--- src/rtl/aes_pkg.sv ---
// Shared AES GF(2^8) types and arithmetic helpers.
// Contents: byte/column/state typedefs, the reduction polynomial, xtime, and
// the constant multipliers used by MixColumns / InvMixColumns.
package aes_pkg;

    localparam int unsigned BYTE_W  = 8;
    localparam int unsigned COL_W   = 32;
    localparam int unsigned STATE_W = 128;
    localparam int unsigned N_COLS  = 4;

    // Low byte of the field polynomial x^8 + x^4 + x^3 + x + 1 (0x11B).
    localparam logic [BYTE_W-1:0] AES_POLY = 8'h1B;

    typedef logic [BYTE_W-1:0]  byte_t;
    // Element 3 is row 0 (most significant byte of the column word).
    typedef byte_t [3:0]        column_t;
    typedef logic [STATE_W-1:0] state_t;

    // Multiply by x, reducing modulo the field polynomial.
    function automatic byte_t xtime(input byte_t b);
        byte_t shifted;
        shifted = byte_t'({b[BYTE_W-2:0], 1'b0});
        return b[BYTE_W-1] ? (shifted ^ AES_POLY) : shifted;
    endfunction

    function automatic byte_t gf_mul2(input byte_t b);
        return xtime(b);
    endfunction

    function automatic byte_t gf_mul3(input byte_t b);
        return xtime(b) ^ b;
    endfunction

    // 9 = 8 + 1
    function automatic byte_t gf_mul9(input byte_t b);
        byte_t x8;
        x8 = xtime(xtime(xtime(b)));
        return x8 ^ b;
    endfunction

    // 11 = 8 + 2 + 1
    function automatic byte_t gf_mul11(input byte_t b);
        byte_t x2;
        byte_t x8;
        x2 = xtime(b);
        x8 = xtime(xtime(x2));
        return x8 ^ x2 ^ b;
    endfunction

    // 13 = 8 + 4 + 1
    function automatic byte_t gf_mul13(input byte_t b);
        byte_t x4;
        byte_t x8;
        x4 = xtime(xtime(b));
        x8 = xtime(x4);
        return x8 ^ x4 ^ b;
    endfunction

    // 14 = 8 + 4 + 2
    function automatic byte_t gf_mul14(input byte_t b);
        byte_t x2;
        byte_t x4;
        byte_t x8;
        x2 = xtime(b);
        x4 = xtime(x2);
        x8 = xtime(x4);
        return x8 ^ x4 ^ x2;
    endfunction

endpackage

--- src/rtl/mix_single_column.sv ---
// Combinational MixColumns / InvMixColumns on one 32-bit column.
// Ports:
//   col     - input column, col[3] is row 0 (MSB byte)
//   inv     - 0 = MixColumns, 1 = InvMixColumns
//   mixed_c - transformed column (combinational)
module mix_single_column
    import aes_pkg::*;
(
    input  column_t col,
    input  logic    inv,
    output column_t mixed_c
);

    byte_t s0;
    byte_t s1;
    byte_t s2;
    byte_t s3;

    column_t fwd;
    column_t bwd;

    assign s0 = col[3];
    assign s1 = col[2];
    assign s2 = col[1];
    assign s3 = col[0];

    // Forward matrix rows: {2,3,1,1} rotated right per row.
    assign fwd[3] = gf_mul2(s0) ^ gf_mul3(s1) ^ s2          ^ s3;
    assign fwd[2] = s0          ^ gf_mul2(s1) ^ gf_mul3(s2) ^ s3;
    assign fwd[1] = s0          ^ s1          ^ gf_mul2(s2) ^ gf_mul3(s3);
    assign fwd[0] = gf_mul3(s0) ^ s1          ^ s2          ^ gf_mul2(s3);

    // Inverse matrix rows: {e,b,d,9} rotated right per row.
    assign bwd[3] = gf_mul14(s0) ^ gf_mul11(s1) ^ gf_mul13(s2) ^ gf_mul9(s3);
    assign bwd[2] = gf_mul9(s0)  ^ gf_mul14(s1) ^ gf_mul11(s2) ^ gf_mul13(s3);
    assign bwd[1] = gf_mul13(s0) ^ gf_mul9(s1)  ^ gf_mul14(s2) ^ gf_mul11(s3);
    assign bwd[0] = gf_mul11(s0) ^ gf_mul13(s1) ^ gf_mul9(s2)  ^ gf_mul14(s3);

    assign mixed_c = inv ? bwd : fwd;

endmodule

--- src/rtl/mix_columns.sv ---
// AES MixColumns / InvMixColumns over a full 128-bit state, one registered stage.
// Ports:
//   clk, rst_n - clock and asynchronous active-low reset
//   in_valid   - in_state/inv are valid this cycle
//   inv        - 0 = MixColumns, 1 = InvMixColumns (sampled with in_state)
//   in_state   - input state, column c at [127-32c -: 32]
//   out_valid  - out_state holds a new result (1 cycle after in_valid)
//   out_state  - transformed state, held while no new transfer arrives
module mix_columns
    import aes_pkg::*;
(
    input  logic   clk,
    input  logic   rst_n,
    input  logic   in_valid,
    input  logic   inv,
    input  state_t in_state,
    output logic   out_valid,
    output state_t out_state
);

    state_t mixed;

    // Four independent column transforms in parallel.
    for (genvar c = 0; c < int'(N_COLS); c++) begin : g_col
        mix_single_column u_col (
            .col     (in_state[STATE_W-1-COL_W*c -: COL_W]),
            .inv     (inv),
            .mixed_c (mixed[STATE_W-1-COL_W*c -: COL_W])
        );
    end

    // Output stage: capture on valid, hold otherwise.
    always_ff @(posedge clk or negedge rst_n) begin
        if (!rst_n) begin
            out_valid <= 1'b0;
            out_state <= '0;
        end else begin
            out_valid <= in_valid;
            if (in_valid) begin
                out_state <= mixed;
            end
        end
    end

endmodule

--- config.mk ---
export PLATFORM = sky130hd
export DESIGN_NAME = mix_columns
export DESIGN_NICKNAME = d
export VERILOG_FILES = /design/src/rtl/aes_pkg.sv /design/src/rtl/mix_single_column.sv /design/src/rtl/mix_columns.sv
export SDC_FILE = /design/constraint.sdc
export NUM_CORES = 1
export LEC_CHECK = 0
export ABC_AREA = 1
export BUFFER_PORTS_ARGS = -buffer_cell sky130_fd_sc_hd__buf_4
export CORE_MARGIN = 2
export CORE_UTILIZATION = 45
export DETAILED_ROUTE_END_ITERATION = 8
export PLACE_DENSITY = 0.7
export REMOVE_ABC_BUFFERS = 1
export SLEW_MARGIN = 10
export SYNTH_ARGS = -nofsm -noshare
export SYNTH_HDL_FRONTEND = slang
export SYNTH_SLANG_ARGS = --single-unit
--- constraint.sdc ---
create_clock -name clk -period 0.8 [get_ports clk]
set_input_delay 0.04 -clock clk [delete_from_list [all_inputs] [get_ports clk]]
set_output_delay 0.04 -clock clk [all_outputs]
set_load 0.02 [all_outputs]
==> results of run 1 <==
Yosys cell counts (2+ instances only):
master	count
buf_1	3
or2_1	15
or2_0	4
buf_4	34
a31oi_1	29
xnor2_1	250
xor2_1	558
nand3b_1	24
dfrtp_1	129
nand2_1	1691
nor2_1	173
clkbuf_2	4
a21oi_1	106
clkinv_1	6
nand4_1	5
nand3_1	360
inv_1	379
nand2_4	12
xor2_2	20
o21ai_1	4
xnor2_2	14
inv_4	9
a21o_1	6
xor2_4	3
o21ai_0	80
or2_2	19
buf_2	59
nand3_2	5
o21bai_1	2
nand2_2	80
inv_2	37
buf_6	22
clkbuf_1	45
metal layers:
metal | GRT usage [%] | GRT overflow
met5 | 37.40 | 3
met4 | 85.19 | 185
met3 | 72.48 | 13
met2 | 97.78 | 253
met1 | 82.93 | 11
metrics by stage:
step	setup WS, ns	setup TNS [ns]	utilization, %	hold WS (ns)	cell area (um^2)
2_1_floorplan	-0.5769	-50.64	-	-0.2556	23820
3_3_place_gp	-0.9378	-94.63	61.50	0.03659	33750
3_5_place_dp	-0.9465	-98.02	61.50	0.03864	33750
4_1_cts	-0.3756	-50.76	78.35	0.0001471	43000
cells by family after synthesis:
logic type             count (synthesis)  share of synthesized area [%]
XOR/XNOR                             846                          31.16
flip-flops                           129                          13.00
AO/OA/AOI/OAI                        228                          4.831
AND/OR/NAND/NOR                     2394                          40.24
buffers and inverters                602                          10.77
repair_timing:
item                       4_1_cts
setup buffers                  196
gates resized for setup       1733
pin swaps                      705
hold buffers                     4
setup endpoints to repair      257
gates cloned                     4
hold endpoints to repair       134
==> results by group, run 1 <==
Synthesis
  • Synth Flop Type: dfrtp_1
  • Synth top area share: 25.55%
  • Seq/Total Area, Yosys: 13.00%
  • Post-Syn Area: 0.02484 mm^2
  • Mapped Avg Cell Area: 5.915 um^2
  • Synth cell types: 45
  • Yosys reg bits: 129
  • EDFF count, synth: 0
  • Synth warn: 0
  • Largest cells by area after synthesis: nand2_1, xor2_1, dfrtp_1
  • Syn Inst Count: 4199
  • Cell taking the most area after synthesis: nand2_1
  • Synth async-reset ratio: 100.0%

Global route
  • Global Route Usage Sum: 83.86%
  • Largest net degree at the start of global routing: 52
  • Global route total overflow: 465

Place
  • HPWL after DPL: 81140 um
  • Port bufs: 260
  • GPL Wtd Cong: 1.030
  • Placed insts: 5881

Die
  • Num rows: 86
  • Width of the die: 238.9 um
  • Initial Util: 45.26%
  • I/O Pins: 261
  • Die Span Y: 238.9 um

Clocking
  • CTS Sinks: 129
  • Clock Path Buffers: 2
  • H-tree Lvls: 4
  • Root Buffer: clkbuf_16
  • CTS buffer count: 17

Status
  • Failed at: 5_1_grt
  • Outcome: did not finish
  • Error: [ERROR GRT-0232] Routing congestion too high. Check the congestion heatmap in the GUI.
==> inputs of run 2 (changes only) <==
--- a/config.mk
+++ b/config.mk
@@ -8,9 +8,9 @@
 export ABC_AREA = 1
 export BUFFER_PORTS_ARGS = -buffer_cell sky130_fd_sc_hd__buf_4
 export CORE_MARGIN = 2
-export CORE_UTILIZATION = 45
+export CORE_UTILIZATION = 30
 export DETAILED_ROUTE_END_ITERATION = 8
-export PLACE_DENSITY = 0.7
+export PLACE_DENSITY_LB_ADDON = 0.15
 export REMOVE_ABC_BUFFERS = 1
 export SLEW_MARGIN = 10
 export SYNTH_ARGS = -nofsm -noshare
==> results by group, run 2 <==
Status
  • Outcome: finished, violations left
  • Failing checks: negative hold slack, negative setup slack

Critical path
  • Worst Setup End Kind: output pin
  • CP required: 0.76 ns
  • CP max FO: 2
  • Startpoint types: flip-flop
  • Worst path arrival time: 1.21 ns
  • CP max-delay cell: dfrtp_1
  • Worst path cell trace: buf_12 -> buf_8
  • Crit-path max cell delay: 0.41 ns
  • Critical path class: reg -> out

Global route
  • Global Route Usage Sum: 27.07%
  • Global-route wire length before repair: 178100 um
  • Vias in the first global route: 30670
  • Global route total overflow: 0
  • Initial antenna violation count: 0
  • Largest net degree at the start of global routing: 52

Clocking
  • Clock Path Buffers: 2
  • Worst-path clk slew: 0.08 ns
  • CTS tree: yes
  • CTS buffer count: 17
  • CTS Sinks: 129
  • Clk_lat worst skew: 0.52 ns
  • Root Buffer: clkbuf_16
  • H-tree Lvls: 4

Place
  • GPL Wtd Cong: 0.9662
  • Port bufs: 260
  • Placed inst area: 0.03475 mm^2
  • DP Worst Slack: -0.9661 ns
  • HPWL after DPL: 90170 um
  • Placed insts: 6301

Finish
  • Most frequent cells in the layout: buf_4, nand2_1, nand2_2
  • Nets: 5692
  • Ratio of cells with drive above 1 in the final layout: 59.32%
  • Largest registers: out_state: 128 flops, out_valid: 1 flops
  • Fin cells: 6644
  • Register with the highest flop count: out_state
  • Synth-to-layout area growth: 107.3%
  • Most common cell after layout, fill and taps aside: buf_4
  • Final instance area: 0.05150 mm^2
  • Max reg flops: 128

Timing
  • FMAX: 797.1 MHz
  • Slew @ Worst Pin: 0.3957 ns
  • Worst Setup Slack, final: -0.4546 ns
  • Final slew viol count: 0
  • Clk_skew: 0 ns
  • Min Clock Period, post-route: 1.255 ns
  • Finish-stage setup viols: 262
  • Setup TNS: -56.78 ns
  • Hold Fails Final Rpt: 2
  • Slew headroom: 73.53%
  • Final period utilization: 156.8%
  • Hold Slack: -0.05787 ns
  • RSZ-0062 raised after global routing: true

Die
  • Width of the die: 291.7 um
  • Initial Util: 30.30%
  • Core box area: 0.08198 mm^2
  • Die Span Y: 291.7 um
  • I/O Pins: 261
  • Die ar.: 0.08512 mm^2
  • Num rows: 105

Synthesis
  • Synth warn: 0
  • Mapped Avg Cell Area: 5.915 um^2
  • Seq/Total Area, Yosys: 13.00%
  • Synth cell types: 45
  • Count leader, synth: nand2_1
  • Yosys reg bits: 129
  • Synth top area share: 25.55%
  • Syn Inst Count: 4199
  • Synth async-reset ratio: 100.0%
  • Synth Flop Type: dfrtp_1
  • Largest cells by area after synthesis: nand2_1, xor2_1, dfrtp_1
  • Cell taking the most area after synthesis: nand2_1
  • Post-Syn Area: 0.02484 mm^2
  • Top cells by count, synth: nand2_1, xor2_1, inv_1, nand3_1, xnor2_1
  • EDFF count, synth: 0

Hold path
  • Hold Crit Class: in -> reg

Job
  • Max-cap viol count: 0

Power
  • VDD IR-drop max: 1740 uV
  • Total chip power: 68.51 mW
  • PD cells: 1330 mW/mm^2
  • Leakage: 25.62 nW

Routing
  • DR WL/cell: 19.39 um
  • DRT iter0 DRCs: 1993
  • Drt total wl: 128900 um
  • Via count: 32440
  • Detailed Routing Iterations Pass 1: 5
  • Via density: 4.883
  • DRC Markers: 0
  • Antenna Violating Nets Remaining: 0
-- run 2: cell counts after synthesis --
No cell type changed its count.
-- run 2: kinds of logic after synthesis --
| logic type | share of synthesized area (%) |
|---|---|
| buffers and inverters | 10.77 |
| DFF | 13.00 |
| AOI/OAI and AO/OA | 4.831 |
| and+or+nand+nor | 40.24 |
| xor gates and xnor gates | 31.16 |
-- run 2: final timing paths --
kind	slack, ns	endpoint	cells past startpoint	startpoint
worst max-delay path	-0.45	out_state[10]	2	out_state[10]$_DFFE_PN0P_
min in group asynchronous	0.03	out_state[61]$_DFFE_PN0P_	3	rst_n
worst min-delay path	-0.06	out_state[79]$_DFFE_PN0P_	4	inv
worst max register to register	-0.08	out_state[55]$_DFFE_PN0P_	4	out_state[55]$_DFFE_PN0P_
worst min register to register	0.50	out_state[19]$_DFFE_PN0P_	2	out_state[19]$_DFFE_PN0P_
max in group asynchronous	-0.14	out_state[68]$_DFFE_PN0P_	4	rst_n
-- run 2: metal layers --
metal / GRT usage (%) / wire [um]
met3: 3.372 / 6953
met2: 46.74 / 62910
met1: 34.90 / 52740
met5: 0 / 0
met4: 8.738 / 6251
-- run 2: where the power goes --
group | internal, mW | switching, mW | total [mW]
clock | 4.14 | 4.42 | 8.56
combinational | 23.8 | 26.9 | 50.6
sequential | 7.97 | 1.35 | 9.32
total | 35.9 | 32.6 | 68.5
-- run 2: critical path: cells and delay by family (launching register included) --
family	cells	cell delay [ns]
buffers and inverters	2	0.27
DFF	1	0.41
-- run 2: stage by stage --
step                hold slack, ns  utilization, %
floorplan                  -0.2556               -
global placement          -0.02968           42.39
detailed placement        -0.03506           42.39
CTS                       -0.04092           54.80
global route              0.004062           62.81
finish                    -0.05787           62.82
-- run 2: repair_timing --
action | in CTS | in global routing
gates resized for setup | 1943 | 1152
endpoints found under the hold margin | 135 | 4
setup buffers | 211 | 137
pin swaps | 794 | 846
setup endpoints to repair | 257 | 263
cloned | 5 | 0
hold buffers | 5 | 2
-- run 2: area by class of cell --
| type | instances | area [um^2] |
|---|---|---|
| clock inverter | 14 | 122.6 |
| sequential | 129 | 3237 |
| tap | 1070 | 1339 |
| fill | 6517 | 30480 |
| clock buffer | 18 | 439.2 |
| inverter | 433 | 2207 |
| multi-input combinational | 3469 | 29240 |
| antenna | 1 | 2.502 |
| timing repair inverter | 1 | 8.758 |
| timing repair buffer | 1509 | 14910 |
No activity file was read; power rests on OpenSTA's default activity.
==> inputs of run 3 (changes only) <==
--- a/config.mk
+++ b/config.mk
@@ -9,6 +9,7 @@
 export BUFFER_PORTS_ARGS = -buffer_cell sky130_fd_sc_hd__buf_4
 export CORE_MARGIN = 2
 export CORE_UTILIZATION = 30
+export CTS_BUF_LIST = sky130_fd_sc_hd__clkbuf_8
 export DETAILED_ROUTE_END_ITERATION = 8
 export PLACE_DENSITY_LB_ADDON = 0.15
 export REMOVE_ABC_BUFFERS = 1
@@ -16,3 +17,4 @@
 export SYNTH_ARGS = -nofsm -noshare
 export SYNTH_HDL_FRONTEND = slang
 export SYNTH_SLANG_ARGS = --single-unit
+export TNS_END_PERCENT = 50
==> results by group, run 3 (synthesized netlist as in run 2, its figures left out) <==
Status
  • Outcome: finished, violations left
  • Failing checks: negative hold slack, negative setup slack

Clocking
  • CTS buffer count: 17
  • H-tree Lvls: 4
  • CTS Sinks: 129
  • Clk_lat worst skew: 0.61 ns
  • Worst-path clk slew: 0.12 ns
  • CTS tree: yes
  • Clock Path Buffers: 2
  • Root Buffer: clkbuf_8

Timing
  • Hold Slack: -0.07250 ns
  • Final period utilization: 169.3%
  • Clk_skew: 0 ns
  • Slew @ Worst Pin: 0.5135 ns
  • Finish-stage setup viols: 274
  • RSZ-0062 raised after global routing: true
  • Min Clock Period, post-route: 1.355 ns
  • Final slew viol count: 0
  • Slew headroom: 65.41%
  • Worst Setup Slack, final: -0.5546 ns
  • FMAX: 738.2 MHz
  • Hold Fails Final Rpt: 33

Finish
  • Max reg flops: 128
  • Largest registers: out_state: 128 flops, out_valid: 1 flops
  • Most common cell after layout, fill and taps aside: nand2_1
  • Most frequent cells in the layout: nand2_1, buf_4, xor2_1
  • Ratio of cells with drive above 1 in the final layout: 44.66%
  • Fin cells: 6518
  • Synth-to-layout area growth: 73.09%
  • Nets: 5562
  • Register with the highest flop count: out_state
  • Post-layout util: 52.45%

Routing
  • Via count: 30170
  • DRC Markers: 0
  • Drt total wl: 114000 um
  • Detailed Routing Iterations Pass 1: 6
  • Via density: 4.629
  • Antenna Violating Nets Remaining: 0
  • DR WL/cell: 17.48 um
  • DRT iter0 DRCs: 1888

Critical path
  • Critical path class: reg -> out
  • Worst reg2reg setup slack: -0.10 ns
  • Crit-path max cell delay: 0.43 ns
  • Worst path arrival time: 1.31 ns
  • Worst Setup End Kind: output pin
  • CP required: 0.76 ns
  • CP max-delay cell: dfrtp_1
  • Worst path cell trace: buf_12 -> buf_8
  • Startpoint types: flip-flop
  • CP max FO: 2

Global route
  • Global-route wire length before repair: 164500 um
  • Global Route Usage Sum: 25.28%
  • Global route total overflow: 0
  • Vias in the first global route: 27700
  • Initial antenna violation count: 1
  • Largest net degree at the start of global routing: 52

Place
  • HPWL after DPL: 90170 um
  • Placed insts: 6301
  • GPL Wtd Cong: 0.9662
  • DP Worst Slack: -0.9661 ns
  • Port bufs: 260

Die
  • I/O Pins: 261
  • Initial Util: 30.30%
  • Width of the die: 291.7 um
  • Die Span Y: 291.7 um
  • Core box area: 0.08198 mm^2
  • Die ar.: 0.08512 mm^2
  • Num rows: 105

Power
  • Comb power frac: 72.8%
  • Internal: 30.09 mW
  • Flop pwr share: 16.0%
  • Net switching power: 28.13 mW
  • Switching Fraction: 48.32%
  • VDD IR-drop max: 1152 uV
  • Clock Power Share: 11.2%
  • PD cells: 1354 mW/mm^2
  • Leakage: 22.55 nW

Job
  • Max-cap viol count: 0

Hold path
  • Hold Crit Class: in -> async
==> run 3: cell count changes in the layout (fill, tap and decap cells not counted), moves of 90 or more <==
cell	delta
xor2_1	+127
nand2_2	-120
nand2_4	-159
buf_4	+90
buf_6	-155
nand2_1	+329
nand3_1	+98
==> run 3: worst max-delay path: cells and delay by family, from the launching register on <==
kind | cells | cell delay (ns)
buffers and inverters | 2 | 0.27
flip-flops | 1 | 0.43
==> run 3: through the flow <==
| stage | area [um^2] | hold WS, ns | TNS, ns | power, mW |
|---|---|---|---|---|
| 2_1_floorplan | 23820 | -0.2556 | -50.64 | 27.72 |
| 3_3_place_gp | 34750 | -0.02968 | -100.38 | 43.30 |
| 3_5_place_dp | 34750 | -0.03506 | -101.71 | 43.48 |
| 4_1_cts | 37090 | -0.1027 | -115.14 | 53.02 |
| 5_1_grt | 42990 | -0.06473 | -86.01 | 62.37 |
| 6_report | 42990 | -0.07250 | -70.69 | 58.21 |
==> run 3: path summary, 6_finish.rpt <==
| check | end | from | cells after the start |
|---|---|---|---|
| setup / recovery | out_state[10] | out_state[10]$_DFFE_PN0P_ | 2 |
| hold / removal | out_state[61]$_DFFE_PN0P_ | rst_n | 3 |
| setup reg to reg | out_state[55]$_DFFE_PN0P_ | out_state[55]$_DFFE_PN0P_ | 4 |
| hold reg to reg | out_state[19]$_DFFE_PN0P_ | out_state[19]$_DFFE_PN0P_ | 2 |
| max in group asynchronous | out_state[19]$_DFFE_PN0P_ | rst_n | 5 |
| min in group clk | out_state[96]$_DFFE_PN0P_ | in_state[103] | 5 |
==> run 3: timing repair <==
| item | in CTS | in global routing |
|---|---|---|
| buffers inserted | 44 | 120 |
| hold buffers | 19 | 6 |
| pin swaps | 44 | 437 |
| gates cloned | 0 | 0 |
| hold endpoints to repair | 185 | 44 |
| gates resized for setup | 343 | 1216 |
| setup endpoints to repair | 252 | 293 |
==> run 3: final cells by class <==
cell class	instances	area, um^2
clock inverters	14	122.6
repair buffers	1381	12460
diodes	5	12.51
well taps	1070	1339
inverters	433	1856
multi-input cells	3468	23720
clock buffers	18	247.7
flip-flops and latches	129	3237
fillers	7991	38980
==> run 3: power by group through the flow <==
stage	registers, mW	logic [mW]	clock network, mW
5_1_grt	9.49	46.0	6.88
3_5_place_dp	9.21	34.3	0
2_1_floorplan	10.6	17.1	0
6_report	9.31	42.4	6.50
3_3_place_gp	9.21	34.1	0
4_1_cts	9.33	37.0	6.73
==> run 3: per-layer routing <==
layer / part of all wire (%) / GRT usage (%) / vias up / wire length (um)
met5: 0 / 0 / - / 0
met4: 2.7 / 6.676 / 0 / 3102
met3: 4.4 / 2.915 / 144 / 4970
met2: 48 / 42.80 / 724 / 54470
met1: 45 / 33.92 / 14120 / 51420
li1: - / - / 15190 / -
